<file path="config.mk">
export PLATFORM = sky130hd
export DESIGN_NAME = eth_rx_sequencer
export DESIGN_NICKNAME = d
export VERILOG_FILES = /design/src/rtl/eth_rx_sequencer.sv
export SDC_FILE = /design/constraint.sdc
export NUM_CORES = 1
export LEC_CHECK = 0
export ABC_AREA = 1
export BUFFER_PORTS_ARGS = -buffer_cell sky130_fd_sc_hd__clkbuf_2
export CAP_MARGIN = 10
export CORE_UTILIZATION = 45
export CTS_CLUSTER_SIZE = 28
export DETAILED_ROUTE_END_ITERATION = 8
export PLACE_DENSITY = 0.66
export REMOVE_ABC_BUFFERS = 1
export SLEW_MARGIN = 20
export SYNTH_ARGS = -nofsm -noshare
export SYNTH_HDL_FRONTEND = slang
export SYNTH_SLANG_ARGS = --single-unit
</file>
<file path="constraint.sdc">
create_clock -name clk -period 2 [get_ports clk]
set_input_delay 0.4 -clock clk [delete_from_list [all_inputs] [get_ports clk]]
set_output_delay 0.4 -clock clk [all_outputs]
set_load 0.05 [all_outputs]
</file>
<file path="src/rtl/eth_rx_sequencer.sv">
// eth_rx_sequencer: frames received bytes through the MAC destination filter,
// waits for the filter verdict, then stores accepted frames for the CPU.
module eth_rx_sequencer #(
    parameter int unsigned BUF_AW        = 11,
    parameter int unsigned DECIDE_CYCLES = 2,
    parameter int unsigned MIN_LEN       = 14
) (
    input  logic              clk,
    input  logic              n_rst,
    input  logic              rx_valid,
    input  logic [7:0]        rx_data,
    input  logic              rx_sof,
    input  logic              rx_eof,
    input  logic              rx_err,
    output logic              f_n_ss,
    output logic [7:0]        f_d,
    output logic [3:0]        f_a,
    output logic              f_n_we,
    input  logic              f_n_inhibit,
    output logic              buf_we,
    output logic [BUF_AW-1:0] buf_addr,
    output logic [7:0]        buf_wdata,
    output logic              frame_ready,
    output logic [BUF_AW:0]   frame_len,
    input  logic              frame_ack,
    output logic [7:0]        drop_cnt
);

    localparam int unsigned CNT_W = BUF_AW + 1;
    localparam int unsigned DEC_W = (DECIDE_CYCLES > 1) ? $clog2(DECIDE_CYCLES) : 1;

    localparam logic [CNT_W-1:0] BUF_DEPTH = {1'b1, {BUF_AW{1'b0}}};
    localparam logic [CNT_W-1:0] MIN_LEN_C = CNT_W'(MIN_LEN);
    localparam logic [CNT_W-1:0] HDR_LAST  = CNT_W'(5);
    localparam logic [DEC_W-1:0] DEC_LAST  = DEC_W'(DECIDE_CYCLES - 1);
    localparam logic [3:0]       FA_PARK   = 4'hF;

    localparam logic [2:0] S_IDLE   = 3'd0;
    localparam logic [2:0] S_HDR    = 3'd1;
    localparam logic [2:0] S_DECIDE = 3'd2;
    localparam logic [2:0] S_BODY   = 3'd3;
    localparam logic [2:0] S_DROP   = 3'd4;
    localparam logic [2:0] S_READY  = 3'd5;

    logic [2:0]        state, state_nxt;
    logic [CNT_W-1:0]  byte_cnt, byte_cnt_nxt;
    logic [DEC_W-1:0]  dec_cnt, dec_cnt_nxt;
    logic              last_valid;

    logic              f_n_ss_nxt, f_n_we_nxt, buf_we_nxt, frame_ready_nxt;
    logic [7:0]        f_d_nxt, buf_wdata_nxt, drop_cnt_nxt;
    logic [3:0]        f_a_nxt;
    logic [BUF_AW-1:0] buf_addr_nxt;
    logic [BUF_AW:0]   frame_len_nxt;

    logic              proto_err, err, vld, in_frame, decide_now;
    logic              drop_inc, start_frame, end_frame, wr_buf, wr_flt;
    logic [CNT_W-1:0]  wr_idx, len_c;

    // Back-to-back strobes violate the input contract and count as receive errors.
    assign proto_err  = rx_valid & last_valid;
    assign err        = rx_err | proto_err;
    assign vld        = rx_valid & ~proto_err;
    assign in_frame   = (state == S_HDR) || (state == S_DECIDE) || (state == S_BODY);
    assign decide_now = (dec_cnt == DEC_LAST);

    // Next-state and next-output logic.
    always_comb begin
        state_nxt       = state;
        byte_cnt_nxt    = byte_cnt;
        dec_cnt_nxt     = dec_cnt;
        f_n_ss_nxt      = f_n_ss;
        f_d_nxt         = f_d;
        f_a_nxt         = f_a;
        f_n_we_nxt      = 1'b1;
        buf_we_nxt      = 1'b0;
        buf_addr_nxt    = buf_addr;
        buf_wdata_nxt   = buf_wdata;
        frame_ready_nxt = frame_ready;
        frame_len_nxt   = frame_len;
        drop_cnt_nxt    = drop_cnt;
        drop_inc        = 1'b0;
        start_frame     = 1'b0;
        end_frame       = 1'b0;
        wr_buf          = 1'b0;
        wr_flt          = 1'b0;
        wr_idx          = byte_cnt;
        len_c           = byte_cnt + CNT_W'(1);

        // Park the filter index only once the last write strobe has risen.
        if (state != S_HDR && f_n_we) begin
            f_a_nxt = FA_PARK;
        end

        if (in_frame && err) begin
            drop_inc = 1'b1;
            if (vld && rx_eof) begin
                end_frame = 1'b1;
            end else begin
                state_nxt = S_DROP;
            end
        end else if (in_frame && vld && rx_sof) begin
            drop_inc    = 1'b1;
            start_frame = 1'b1;
        end else begin
            case (state)
                S_IDLE: begin
                    if (vld && rx_sof) begin
                        start_frame = 1'b1;
                    end
                end
                S_HDR: begin
                    if (vld) begin
                        if (rx_eof) begin
                            drop_inc  = 1'b1;
                            end_frame = 1'b1;
                        end else begin
                            wr_buf = 1'b1;
                            wr_flt = 1'b1;
                            if (byte_cnt == HDR_LAST) begin
                                state_nxt   = S_DECIDE;
                                dec_cnt_nxt = '0;
                            end
                        end
                    end
                end
                S_DECIDE: begin
                    if (vld && rx_eof) begin
                        drop_inc  = 1'b1;
                        end_frame = 1'b1;
                    end else if (decide_now && !f_n_inhibit) begin
                        drop_inc  = 1'b1;
                        state_nxt = S_DROP;
                    end else begin
                        wr_buf = vld;
                        if (decide_now) begin
                            state_nxt = S_BODY;
                        end else begin
                            dec_cnt_nxt = dec_cnt + DEC_W'(1);
                        end
                    end
                end
                S_BODY: begin
                    if (vld) begin
                        if (byte_cnt == BUF_DEPTH) begin
                            drop_inc = 1'b1;
                            if (rx_eof) begin
                                end_frame = 1'b1;
                            end else begin
                                state_nxt = S_DROP;
                            end
                        end else begin
                            wr_buf = 1'b1;
                            if (rx_eof) begin
                                if (len_c < MIN_LEN_C) begin
                                    drop_inc  = 1'b1;
                                    end_frame = 1'b1;
                                end else begin
                                    frame_len_nxt   = len_c;
                                    frame_ready_nxt = 1'b1;
                                    f_n_ss_nxt      = 1'b1;
                                    state_nxt       = S_READY;
                                end
                            end
                        end
                    end
                end
                S_DROP: begin
                    if (vld && rx_sof && !err) begin
                        start_frame = 1'b1;
                    end else if (vld && rx_eof) begin
                        end_frame = 1'b1;
                    end
                end
                S_READY: begin
                    if (vld && rx_sof) begin
                        drop_inc = 1'b1;
                    end
                    if (frame_ack) begin
                        frame_ready_nxt = 1'b0;
                        state_nxt       = S_IDLE;
                    end
                end
                default: begin
                    state_nxt = S_IDLE;
                end
            endcase
        end

        // A single-byte frame is dropped outright; otherwise byte 0 opens the header.
        if (start_frame) begin
            if (rx_eof) begin
                drop_inc  = 1'b1;
                end_frame = 1'b1;
            end else begin
                f_n_ss_nxt = 1'b0;
                wr_buf     = 1'b1;
                wr_flt     = 1'b1;
                wr_idx     = '0;
                state_nxt  = S_HDR;
            end
        end

        if (end_frame) begin
            f_n_ss_nxt = 1'b1;
            f_a_nxt    = FA_PARK;
            state_nxt  = S_IDLE;
        end

        if (wr_buf) begin
            buf_we_nxt    = 1'b1;
            buf_addr_nxt  = BUF_AW'(wr_idx);
            buf_wdata_nxt = rx_data;
            byte_cnt_nxt  = wr_idx + CNT_W'(1);
        end

        if (wr_flt) begin
            f_n_we_nxt = 1'b0;
            f_d_nxt    = rx_data;
            f_a_nxt    = 4'(wr_idx);
        end

        if (drop_inc && drop_cnt != 8'hFF) begin
            drop_cnt_nxt = drop_cnt + 8'd1;
        end
    end

    // State and registered outputs.
    always_ff @(posedge clk or negedge n_rst) begin
        if (!n_rst) begin
            state       <= S_IDLE;
            byte_cnt    <= '0;
            dec_cnt     <= '0;
            last_valid  <= 1'b0;
            f_n_ss      <= 1'b1;
            f_d         <= 8'd0;
            f_a         <= FA_PARK;
            f_n_we      <= 1'b1;
            buf_we      <= 1'b0;
            buf_addr    <= '0;
            buf_wdata   <= 8'd0;
            frame_ready <= 1'b0;
            frame_len   <= '0;
            drop_cnt    <= 8'd0;
        end else begin
            state       <= state_nxt;
            byte_cnt    <= byte_cnt_nxt;
            dec_cnt     <= dec_cnt_nxt;
            last_valid  <= rx_valid;
            f_n_ss      <= f_n_ss_nxt;
            f_d         <= f_d_nxt;
            f_a         <= f_a_nxt;
            f_n_we      <= f_n_we_nxt;
            buf_we      <= buf_we_nxt;
            buf_addr    <= buf_addr_nxt;
            buf_wdata   <= buf_wdata_nxt;
            frame_ready <= frame_ready_nxt;
            frame_len   <= frame_len_nxt;
            drop_cnt    <= drop_cnt_nxt;
        end
    end

endmodule
</file>
* Word-level counts from Yosys, hierarchy flattened
Index checks and enable logic that the tools add are counted.
** Cells by class
- Add/subtract/negate cells :: 4
- $lt $le $gt $ge :: 1
- Eq/ne operators :: 19
- Mux-type cells :: 92
- Bitwise gates (word level) :: 8
- Reductions and logical operators :: 21
** Operator list (count)
- 1-bit two-way mux :: 62
- 3-bit two-way mux :: 18
- 12-bit by 1-bit adder with 12-bit output (second input constant) :: 2
- 12-bit two-way mux :: 2
- 2-bit != test (second input constant) :: 9
- 8-bit AND reduction :: 2
- 3-bit case mux with 5 select lines :: 1
- 12-bit == test (second input constant) :: 1
- 12-bit by 3-bit == test with 1-bit output (second input constant) :: 1
- 12-bit by 4-bit less-than comparator with 1-bit output (second input constant) :: 1
- 4-bit two-way mux :: 3
- 1-bit logical AND :: 9
- 8-bit by 1-bit adder with 8-bit output (second input constant) :: 1
- 8-bit != test (second input constant) :: 1
- 1-bit case mux with 4 select lines :: 2
- 7-bit AND reduction :: 1
- 3-bit by 2-bit == test with 1-bit output (second input constant) :: 2
- 3-bit == test (second input constant) :: 2
- 1-bit case mux with 2 select lines :: 3
- 1-bit inverter :: 5
- 2-bit nonzero test :: 2
- 3-bit by 1-bit == test with 1-bit output (second input constant) :: 1
- 3-bit zero test :: 1
- 3-bit by 1-bit != test with 1-bit output (second input constant) :: 1
- other kinds (9) :: 12
** Word-level totals
- Register bits :: 72
- Bits of input ports :: 16
- Output and inout port bits :: 55
- Logic and storage cells :: 159

* Logic depth before layout (Yosys ltp)
Gate-level depths: netlist (run 1).
- Word-level depth :: 13
- Mapped depth :: 17
- Depth with buffers taken out :: 17

* Least setup slack after synthesis (run 1)
No wires, ideal clock.
- Path kind :: flip-flop to flip-flop
- Start point :: register state[0]
- End point :: register byte_cnt[10]
- Setup time :: 0.124 ns
- Arrival :: 2.016 ns
- Data required time :: 1.876 ns
- Setup slack :: -0.140 ns
- Stages on the path, launching flop included :: 17
- Path through :: dfrtp_1 > nor2_2 > nor2_4 > nand2_2 > nand3_2 > nand2_2 > nand2_4 > buf_6 > inv_2 > nor2_1 > ha_1 > nand2_1 > nor2_2 > inv_2 > nor4_4 > nand3_1 > xor2_1
** On the way
- Cells in the longest elaborated chain, start to end :: 9
** RTL lines
- start: declaration :: line 45 : logic [2:0] state, state_nxt;
- start signal: assignment :: line 246 : state <= state_nxt;
- 3-bit by 1-bit == test with 1-bit output or 3-bit by 2-bit == test with 1-bit output (tied branches) :: line 64 : assign in_frame = (state == S_HDR) || (state == S_DECIDE) || (state == S_BODY);
- 1-bit logical OR (2 in series) :: line 64
- 1-bit logical AND (2 in series) :: line 102 : end else if (in_frame && vld && rx_sof) begin
- 1-bit two-way mux :: line 102
- 1-bit two-way mux * :: line 95 : if (in_frame && err) begin
- 12-bit two-way mux * :: line 191 : if (start_frame) begin
- via wr_idx[0] :: line 58 : logic [CNT_W-1:0] wr_idx, len_c;
- 12-bit by 1-bit adder with 12-bit output * :: line 214 : byte_cnt_nxt = wr_idx + CNT_W'(1);
- end signal: assignment :: line 247 : byte_cnt <= byte_cnt_nxt;
- end: declaration :: line 46 : logic [CNT_W-1:0] byte_cnt, byte_cnt_nxt;
Mark *: on every way through the listed nets, which the timed path passes. The rest lies on a longest branch.
A chain may end at the register's enable or synchronous reset.

* Final worst setup path (run 1)
- Start point :: register byte_cnt[0]
- End point :: register byte_cnt[8]
** On the way
- Cells in the longest elaborated chain, start to end :: 8
** RTL lines
- 12-bit == test :: line 145 : if (byte_cnt == BUF_DEPTH) begin
- 1-bit two-way mux :: line 145
- 1-bit two-way mux :: line 144 : if (vld) begin
- 1-bit case mux with 3 select lines :: line 106 : case (state)
- 1-bit two-way mux :: line 102
- 1-bit two-way mux :: line 95
- 1-bit two-way mux :: line 192 : if (rx_eof) begin
- 1-bit two-way mux :: line 191
Parallel ways exist; a longest one is shown, timed or not.

==> results of run 1 <==
==> layout by cell type (no fill, tap or decap), types with 3 or more instances in the layout <==
cell      instances
o21ai_0          16
xor2_1            8
nand3_2           7
nand2_2          25
inv_2            11
buf_4            48
xnor2_1           7
nand2_1         159
nand2_4          11
clkbuf_2         69
nor2_1           30
dfrtp_1          58
nand4_1          10
nor2_2           13
nor2_4            9
nand3_1          16
dfstp_2           6
ha_4              3
a21oi_2           4
o21a_1            3
dfrtp_2           8
inv_1            45
nor3_1            4
buf_6             5
clkbuf_8          9
a21oi_1           6
o21ai_1          14
buf_12            3
==> area by class of cell <==
type                            instances  area [um2]  share of cell area, %
Multi-Input combinational cell        364        2100                   39.2
Sequential cell                        72        1820                   34.0
Timing Repair Buffer                  127         842                   15.7
Inverter                               59         241                   4.51
Tap cell                              105         131                   2.45
Clock buffer                           10         128                   2.38
Clock inverter                          6        92.6                   1.73
==> metal layers <==
| layer | vias up | wire length, um | part of all wire (%) |
|---|---|---|---|
| met1 | 1697 | 4530 | 47 |
| met5 | - | 0 | 0 |
| met3 | 17 | 528 | 5.4 |
| met2 | 102 | 4460 | 46 |
| li1 | 1846 | - | - |
| met4 | 0 | 184 | 1.9 |
==> synthesized netlist by cell type (2+ instances only) <==
master,n,area (um2)
xnor2_1,8,70.1
buf_6,3,33.8
nand2_2,6,37.5
xor2_1,8,70.1
nor2_1,37,139
nand2_1,183,687
nand3_2,3,30.0
nand3_1,21,105
o21a_1,3,22.5
o21ai_1,10,50.1
inv_2,5,18.8
dfstp_2,6,158
inv_4,2,12.5
a21oi_1,10,50.1
dfrtp_1,66,1650
buf_2,5,25.0
nor2_4,5,56.3
nor2_2,10,62.6
o21ai_0,21,105
inv_1,52,195
ha_1,5,62.6
nand4_1,10,62.6
nor3_1,4,20.0
nand2_4,7,78.8
nand4_2,3,37.5
==> timing repair <==
| item | in CTS | in global routing |
|---|---|---|
| resized for setup | 7 | 90 |
| pin swaps | 1 | 25 |
| setup buffers | 1 | 12 |
| endpoints found under the setup margin | 8 | 68 |
==> cell families after synthesis <==
group / after synthesis / share of synthesized area, %
XOR/XNOR: 16 / 3.55
flip-flops: 72 / 45.8
AND/OR/NAND/NOR: 294 / 34.7
adder cells (fa/ha/maj): 5 / 1.58
AO/OA/AOI/OAI: 49 / 6.84
buffers and inverters: 69 / 7.51
==> worst reg2reg max path, cell delays in order, from the launching register on <==
cell and delay, ns:
dfrtp_2 0.48, inv_2 0.11, ha_4 0.12, nand4_1 0.08, or3_4 0.39, nand2_2 0.08
nand3_2 0.09, nand2_4 0.15, nand2_8 0.10, buf_8 0.16, nand2_2 0.07, xor2_1 0.14
==> power breakdown <==
group / internal [mW] / total [mW] / leakage, nW / switching (mW)
clock network: 0.709 / 1.29 / 0.103 / 0.582
logic: 1.19 / 3.64 / 1.71 / 2.46
registers: 1.86 / 2.22 / 0.926 / 0.353
total: 3.76 / 7.15 / 2.74 / 3.40
==> path summary, 6_finish.rpt <==
path / start / end / slack, ns / cells after the start
setup / recovery: byte_cnt[0] / byte_cnt[8] / -0.06 / 11
hold / removal: n_rst / frame_len[3] / 0.005 / 1
setup reg to reg: byte_cnt[0] / byte_cnt[8] / -0.06 / 11
hold reg to reg: f_d[1] / f_d[1] / 0.48 / 2
max in group asynchronous: n_rst / f_a[2] / 1.41 / 2
min in group clk: rx_valid / last_valid / 0.18 / 1
==> sequential cells by signal, summed over array words and instances (netlist names), 3 cells and up <==
signal     cells
frame_len     12
state          3
f_a            4
drop_cnt       8
f_d            8
buf_addr      11
buf_wdata      8
byte_cnt      12
==> per-stage QoR <==
step / worst slack, ns / instance area, um2
floorplan: -0.0968 / 3880
global placement: -0.0420 / 4720
detailed placement: -0.127 / 4720
CTS: -0.00617 / 4970
global route: -0.107 / 5360
finish: -0.0570 / 5360
==> metrics.cfg, run 1 <==
[run_status]
outcome=complete, but fails checks
failed_checks=negative setup slack

[clocking]
ctsRootBufferMaster=clkbuf_8
cts_num_sinks=72
path_clk_slew_ns=0.09
cts_tree=done
cts_made_buffers=9
cts_buffer_depth=2
cts-htree-levels=3
holdBufCountCts=0
clock_latency_ns=0.35

[final_layout]
area_delta_synth_final_pct=35.6
finalNonFillerCells=743
n_fill_cell=743
antenna_cells=0
fin_util_pct=64.2
drive_gt1_share_pct=39.8
nNetsFinal=654

[placement]
post-dp-hpwl_um=6970
port_buffers=70
gp_congestion=0.888
placedCellCount=714

[synthesis]
yosysWarnings=0
synth_ff_type=dfrtp_1
seq_area_frac_synth_pct=45.8
synthCells=505
synth_seq_cells=72
netlist_area_um2=3950
synth_cell_types=37
async_reset_ff_share_pct=100
postSynthAreaPerCell_um2=7.82
synth_edf_count=0

[global_routing]
track_usage_pct=21.4
grt_use_met1_pct=30.3
grt.overflow.total=0
grt_max_degree=29
antenna_found_initial=0
grt_pass1_vias=3298
met3_usage_pct=3.91
grt_pass1_wl_um=14900
busiest_layer=met2
use_met2_pct=32.3

[drt]
drt_first_iter_violations=175
wirelength_um=9710
num_vias=3662
drtPass1Iterations=5
drc=0
vias_per_cell=4.93
wl_per_cell_um=13.1
ant_nets=0

[worst_setup_path]
start_kind=register
crit_arrival_ns=2.32
crit_family=simple AND/OR/NAND/NOR gates
cpPeakStageDelay_ns=0.48
slowest_stage=dfrtp_2
worst-path-buf-inv=2
worstPathRequired_ns=2.26
path_class=reg2reg
path_cells=inv_2, ha_4, nand4_1, or3_4, nand2_2, nand3_2, nand2_4, nand2_8, buf_8, nand2_2, xor2_1
crit_path_end_kind=register
worst_path_most_repeated_cell=nand2_2
crit_fanout=6

[power_and_ir_drop]
pwr_density_cell_nw_per_um2=1340
irDropWorstVdd_v=0.00109
finalPower_mw=7.15
leakagePower_nw=2.74

[sta]
hold_viol_final=0
maxSlewViolCount=0
period_minus_slack_ns=2.06
finalSetupViolCount=3
tns_ns=-0.0947
layout_setup_ws_ns=-0.0570
grt_setup_unrepaired=true
tightest_slew_ns=0.483
holdWs_ns=0.00469
fmax_mhz=486
skew_ns=0.00899
relSlewSlack_pct=67.8
layout_worst_path_cycle_share_pct=103

[run]
drv_cap=0

[floorplanning]
ios=71
fp.dieH_um=95.7
die_x_um=95.7
placementRows=33
coreArea_um2=8340
die_area_um2=9150
floorplan.initialDensity_pct=47.3

[hold_path]
hold_class=in2async

Note: power is estimated with default switching activity, not from simulation.
==> inputs of run 2 (changes only) <==
--- a/config.mk
+++ b/config.mk
@@ -11,7 +11,7 @@
 export CORE_UTILIZATION = 45
 export CTS_CLUSTER_SIZE = 28
 export DETAILED_ROUTE_END_ITERATION = 8
-export PLACE_DENSITY = 0.66
+export PLACE_DENSITY = 0.7
 export REMOVE_ABC_BUFFERS = 1
 export SLEW_MARGIN = 20
 export SYNTH_ARGS = -nofsm -noshare
==> run 2 against run 1 <==
The run still ends with negative setup slack left. Critical path depth unchanged. Routed wire length rose by 2.4%. Non-clock buffer count grew 4.
==> metrics.cfg, run 2 (synthesis gave the netlist of run 1 again) <==
[clocking]
clock_latency_ns=0.36  ; about the same
ctsRootBufferMaster=clkbuf_8
cts-htree-levels=3  ; unchanged
cts_buffer_depth=2  ; unchanged
cts_num_sinks=72  ; unchanged
cts_tree=done
cts_made_buffers=9  ; unchanged
path_clk_slew_ns=0.08  ; about the same
holdBufCountCts=0  ; unchanged

[drt]
wirelength_um=9950  ; +2.4%
wl_per_cell_um=13.3  ; +1.9%
drc=0  ; unchanged
num_vias=3679  ; +0.46%
vias_per_cell=4.93  ; about the same
drt_first_iter_violations=190  ; +8.6%
ant_nets=0  ; unchanged
drtPass1Iterations=4  ; -1

[power_and_ir_drop]
switchingPower_mw=3.46  ; +1.9%
leakagePower_nw=2.72  ; -0.71%
power_frac_comb_pct=52.5  ; +1.6 points
pwr-share-seq_pct=31.3  ; +0.3 points
swShare_pct=48.6  ; +1.1 points
power.internal_mw=3.66  ; -2.6%
clkPwrFrac_pct=16.2  ; -1.9 points
irDropWorstVdd_v=0.00117  ; +8.0%
pwr_density_cell_nw_per_um2=1340  ; +0.39%

[sta]
relSlewSlack_pct=69.3  ; +1.5 points
grt_setup_unrepaired=true
hold_viol_final=0  ; unchanged
tightest_slew_ns=0.460  ; -0.0231 ns
fmax_mhz=487  ; +0.11%
skew_ns=0.0143  ; +0.00526 ns
period_minus_slack_ns=2.05  ; -0.00236 ns
finalSetupViolCount=15  ; +12
layout_worst_path_cycle_share_pct=103  ; -0.12 points
maxSlewViolCount=0  ; unchanged
holdWs_ns=0.0546  ; +0.0499 ns
layout_setup_ws_ns=-0.0547  ; +0.00236 ns

[placement]
port_buffers=70  ; unchanged
dpl_cell_area_um2=4720  ; about the same
gp_congestion=0.883  ; -0.57%
post-dp-hpwl_um=7030  ; +0.78%

[floorplanning]
die_x_um=95.7  ; unchanged
die_area_um2=9150  ; unchanged
ios=71  ; unchanged
placementRows=33  ; unchanged
floorplan.initialDensity_pct=47.3  ; unchanged
fp.dieH_um=95.7  ; unchanged
coreArea_um2=8340  ; unchanged

[run_status]
outcome=complete, but fails checks
failed_checks=negative setup slack

[worst_setup_path]
rrSetupSlack_ns=-0.05  ; about the same
crit_arrival_ns=2.29  ; -0.03 ns
crit_fanout=7  ; +1
start_kind=register
slowest_stage=dfrtp_2
cpPeakStageDelay_ns=0.47  ; about the same
path_cells=inv_2, ha_4, nand4_1, or3_4, buf_6, nand2_8, nand3_4, nand4_4, nand2_4, buf_12, xnor2_1
worstPathRequired_ns=2.24  ; -0.02 ns
path_class=reg2reg
crit_path_end_kind=register

[final_layout]
antenna_cells=0  ; unchanged
mostFrequentLayoutCells=nand2_1 (166), clkbuf_2 (69), dfrtp_1 (58)
area_delta_synth_final_pct=34.4
mostFrequentLayoutCell=nand2_1
nNetsFinal=658  ; +0.61%
design_area_um2=5310  ; -0.89%
top_regs=byte_cnt x12, frame_len x12, buf_addr x11
drive_gt1_share_pct=38.8  ; -1.0 points

[hold_path]
hold_class=in2async

[global_routing]
grt_pass1_vias=3443  ; +4.4%
track_usage_pct=22.5  ; +1.1 points
grt_pass1_wl_um=15800  ; +6.2%
antenna_found_initial=0  ; unchanged
grt_max_degree=73  ; +150%
grt.overflow.total=0  ; unchanged

[run]
drv_cap=0  ; unchanged

## run 2: changes by cell type in the layout (fill, tap and decap cells not counted), sizes merged
cell / delta
buf: +4
clkinvlp: -1
bufinv: -1
clkinv: +3
inv: -1
## run 2: critical path, delay by kind of cell (launching register included)
family        cells  cell delay [ns]
simple gates      6             0.83
xor+xnor          1             0.11
flops             1             0.47
buf+inv           3             0.41
fa+ha+maj         1             0.13
## run 2: worst paths after layout
path                              startpoint           end  cells after the start
worst min-delay path                   n_rst   buf_addr[8]                      2
worst max-delay path             byte_cnt[0]   drop_cnt[0]                     11
worst max register to register   byte_cnt[0]   drop_cnt[0]                     11
min in group clk                    rx_valid    last_valid                      1
max in group asynchronous              n_rst        f_n_we                      2
worst min register to register  buf_wdata[7]  buf_wdata[7]                      2
## run 2: cell type report
class,count,area [um2]
fill,704,3030
multi-input combinational,364,2080
sequential,72,1820
timing repair buffer,131,845
inverter,59,246
tap,105,131
clock buffer,10,128
clock inverter,6,61.3
## run 2: per-layer routing
metal	global-route usage, %	vias up	share of wire [%]
met5	0	-	0
met4	7.46	0	1.8
met3	5.18	19	5.4
met2	35.1	105	47
met1	30.8	1692	46
li1	-	1863	-
## run 2: stage by stage
step	utilization [%]	instances	total power [mW]	setup slack [ns]	setup TNS [ns]
final	63.7	747	7.12	-0.0547	-0.432
after global routing	63.7	747	7.54	-0.165	-3.41
after CTS	59.3	734	6.60	-0.00880	-0.00880
after detailed placement	56.6	716	5.39	-0.134	-0.653
after global placement	56.6	716	5.33	-0.0459	-0.0912
after floorplan	-	495	4.41	-0.0968	-0.257
## run 2: power by group through the flow
stage	Clock, mW	Combinational, mW	Sequential (mW)
2_1_floorplan	0	1.18	3.23
3_3_place_gp	0	3.15	2.18
4_1_cts	1.17	3.25	2.19
5_1_grt	1.24	4.03	2.28
6_report	1.16	3.74	2.23
3_5_place_dp	0	3.21	2.19
## run 2: repair_timing
action,in CTS,in global routing
endpoints found under the setup margin,20,63
resized for setup,8,76
endpoints found under the hold margin,0,0
pin swaps,3,16
setup buffers,2,13
==> inputs of run 3 (changes only) <==
--- a/config.mk
+++ b/config.mk
@@ -11,7 +11,7 @@
 export CORE_UTILIZATION = 45
 export CTS_CLUSTER_SIZE = 28
 export DETAILED_ROUTE_END_ITERATION = 8
-export PLACE_DENSITY = 0.7
+export PLACE_DENSITY = 0.68
 export REMOVE_ABC_BUFFERS = 1
 export SLEW_MARGIN = 20
 export SYNTH_ARGS = -nofsm -noshare
==> constraint.sdc (replaced) <==
create_clock -name clk -period 2.4 [get_ports clk]
set_input_delay 0.48 -clock clk [delete_from_list [all_inputs] [get_ports clk]]
set_output_delay 0.48 -clock clk [all_outputs]
set_load 0.05 [all_outputs]
==> run 3 against run 2 <==
The run now ends clean. Clock skew shrank 0.0077 ns. Sequential power shrank 17%. Power shrank 27%. Highest routed layer unchanged. Largest cell class unchanged. Core utilization shrank 8.2 points. Routed wire length shrank 9.2%. Clock power shrank 22%. Combinational power shrank 35%. Non-clock buffer count shrank 53.
==> metrics.cfg, run 3 (synthesis gave the netlist of run 1 again) <==
[run_status]
outcome=completed

[power_and_ir_drop]
finalPower_mw=5.19  ; -27%
leakagePower_nw=2.39  ; -12%
irDropWorstVdd_v=0.00112  ; -4.8%
pwr_density_cell_nw_per_um2=1120  ; -16%

[global_routing]
track_usage_pct=21.4  ; -1.1 points
antenna_found_initial=0  ; unchanged
grt_pass1_vias=3207  ; -6.9%
grt_max_degree=73  ; unchanged
grt_pass1_wl_um=14900  ; -5.8%
grt.overflow.total=0  ; unchanged

[placement]
post-dp-hpwl_um=6750  ; -3.9%
port_buffers=70  ; unchanged
dpl_cell_area_um2=4430  ; -6.0%
gp_congestion=0.868  ; -1.7%

[sta]
maxSlewViolCount=0  ; unchanged
layout_worst_path_cycle_share_pct=92.2  ; -11 points
fmax_mhz=452  ; -7.1%
grt_setup_unrepaired=false
holdWs_ns=0.142  ; +0.0876 ns
skew_ns=0.00652  ; -0.00773 ns
hold_viol_final=0  ; unchanged
relSlewSlack_pct=73.1  ; +3.7 points
tns_ns=0  ; +0.432 ns
period_minus_slack_ns=2.21  ; +0.157 ns
tightest_slew_ns=0.404  ; -0.0562 ns
finalSetupViolCount=0  ; -15

[clocking]
clock_latency_ns=0.35  ; about the same
postCtsSetupBuffers=0  ; -2
ctsRootBufferMaster=clkbuf_8
cts_buffer_depth=2  ; unchanged
cts_made_buffers=9  ; unchanged
cts-htree-levels=3  ; unchanged
holdBufCountCts=0  ; unchanged
cts_num_sinks=72  ; unchanged
path_clk_slew_ns=0.08  ; about the same
cts_tree=done

[drt]
drtPass1Iterations=5  ; +1
ant_nets=0  ; unchanged
wirelength_um=9030  ; -9.2%
wl_per_cell_um=13.0  ; -2.3%
drt_first_iter_violations=158  ; -17%
drc=0  ; unchanged
num_vias=3482  ; -5.4%
vias_per_cell=5.02  ; +1.9%

[worst_setup_path]
rrSetupSlack_ns=0.19  ; +0.24 ns
crit_path_end_kind=register
start_kind=register
r2r-end=byte_cnt[6]
cp-endpoint=byte_cnt[6]
crit_arrival_ns=2.45  ; +0.16 ns
r2r_cells=16  ; +5
setup.worst_path.start=state[0]
path_class=reg2reg
reg2reg_from=state[0]
crit_fanout=7  ; unchanged
worstPathRequired_ns=2.64  ; +0.40 ns

[final_layout]
area_delta_synth_final_pct=17.0
mostFrequentLayoutCells=nand2_1 (183), clkbuf_2 (69), dfrtp_1 (65)
drive_gt1_share_pct=25.0  ; -14 points
nNetsFinal=605  ; -8.1%
antenna_cells=0  ; unchanged
mostFrequentLayoutCell=nand2_1
top_regs=byte_cnt x12, frame_len x12, buf_addr x11
design_area_um2=4620  ; -13%

[floorplanning]
die_x_um=95.7  ; unchanged
placementRows=33  ; unchanged
floorplan.initialDensity_pct=47.3  ; unchanged
die_area_um2=9150  ; unchanged
ios=71  ; unchanged
coreArea_um2=8340  ; unchanged
fp.dieH_um=95.7  ; unchanged

[run]
drv_cap=0  ; unchanged

[hold_path]
hold_class=in2async

## run 3: changes by cell type in the layout (fill, tap and decap cells not counted), moves of 5 or more
cell,delta
buf_4,-49
nand2_1,+17
nand2_2,-10
dfrtp_1,+7
dfrtp_2,-7
inv_1,+7
nor2_1,+7
nand2_4,-6
inv_2,-5
nor2_4,-5
## run 3: what timing repair did
| item | in CTS | in global routing |
|---|---|---|
| endpoints found under the setup margin | 0 | 14 |
| resized for setup | 0 | 3 |
| endpoints found under the hold margin | 0 | 0 |
## run 3: worst min path at each step
stage          depth (start not counted)      endpoint  slack [ns]
3_3_place_gp                           2        f_d[1]        0.46
5_1_grt                                2  buf_addr[10]        0.16
4_1_cts                                2  buf_wdata[7]        0.16
2_1_floorplan                          0   buf_addr[0]        0.18
6_report                               2  buf_wdata[1]        0.14
3_5_place_dp                           2        f_d[4]        0.46
## run 3: final cells by class
| class | count | area, um2 |
|---|---|---|
| multi-input combinational | 364 | 1850 |
| timing repair buffer | 78 | 423 |
| clock inverter | 5 | 41.3 |
| inverter | 59 | 226 |
| sequential | 72 | 1810 |
| tap | 105 | 131 |
| clock buffer | 11 | 141 |
| fill | 828 | 3720 |
## run 3: stage by stage
stage | util (%) | setup slack (ns) | std cells
2_1_floorplan | - | 0.263 | 495
5_1_grt | 55.4 | 0.00231 | 694
6_report | 55.4 | 0.188 | 694
4_1_cts | 55.3 | 0.128 | 694
3_3_place_gp | 53.2 | 0.225 | 678
3_5_place_dp | 53.2 | 0.0902 | 678
## run 3: routing by layer
| metal | vias up | global-route usage [%] | wire length [um] |
|---|---|---|---|
| met1 | 1612 | 29.8 | 4260 |
| met4 | 0 | 6.34 | 119 |
| met3 | 13 | 6.38 | 608 |
| met2 | 113 | 31.9 | 4040 |
| li1 | 1744 | - | - |
| met5 | - | 0 | 0 |
## run 3: worst max-delay path, cell delays in order (launching register included)
cell	delay [ns]
dfrtp_2	0.45
nor2_2	0.08
nor2_4	0.13
nand2_2	0.10
nand3_2	0.09
nand2_2	0.07
nand2_4	0.06
inv_2	0.06
nor2_1	0.16
ha_1	0.20
nand2_1	0.07
nor2_2	0.13
inv_2	0.06
nor2_2	0.13
nand3_1	0.10
xnor2_1	0.16
inv_1	0.06
## run 3: power by group
| part | total [mW] | leakage, nW | switching, mW | internal, mW |
|---|---|---|---|---|
| Combinational | 2.44 | 1.36 | 1.82 | 0.618 |
| Sequential | 1.85 | 0.936 | 0.301 | 1.55 |
| Clock | 0.900 | 0.0861 | 0.489 | 0.411 |
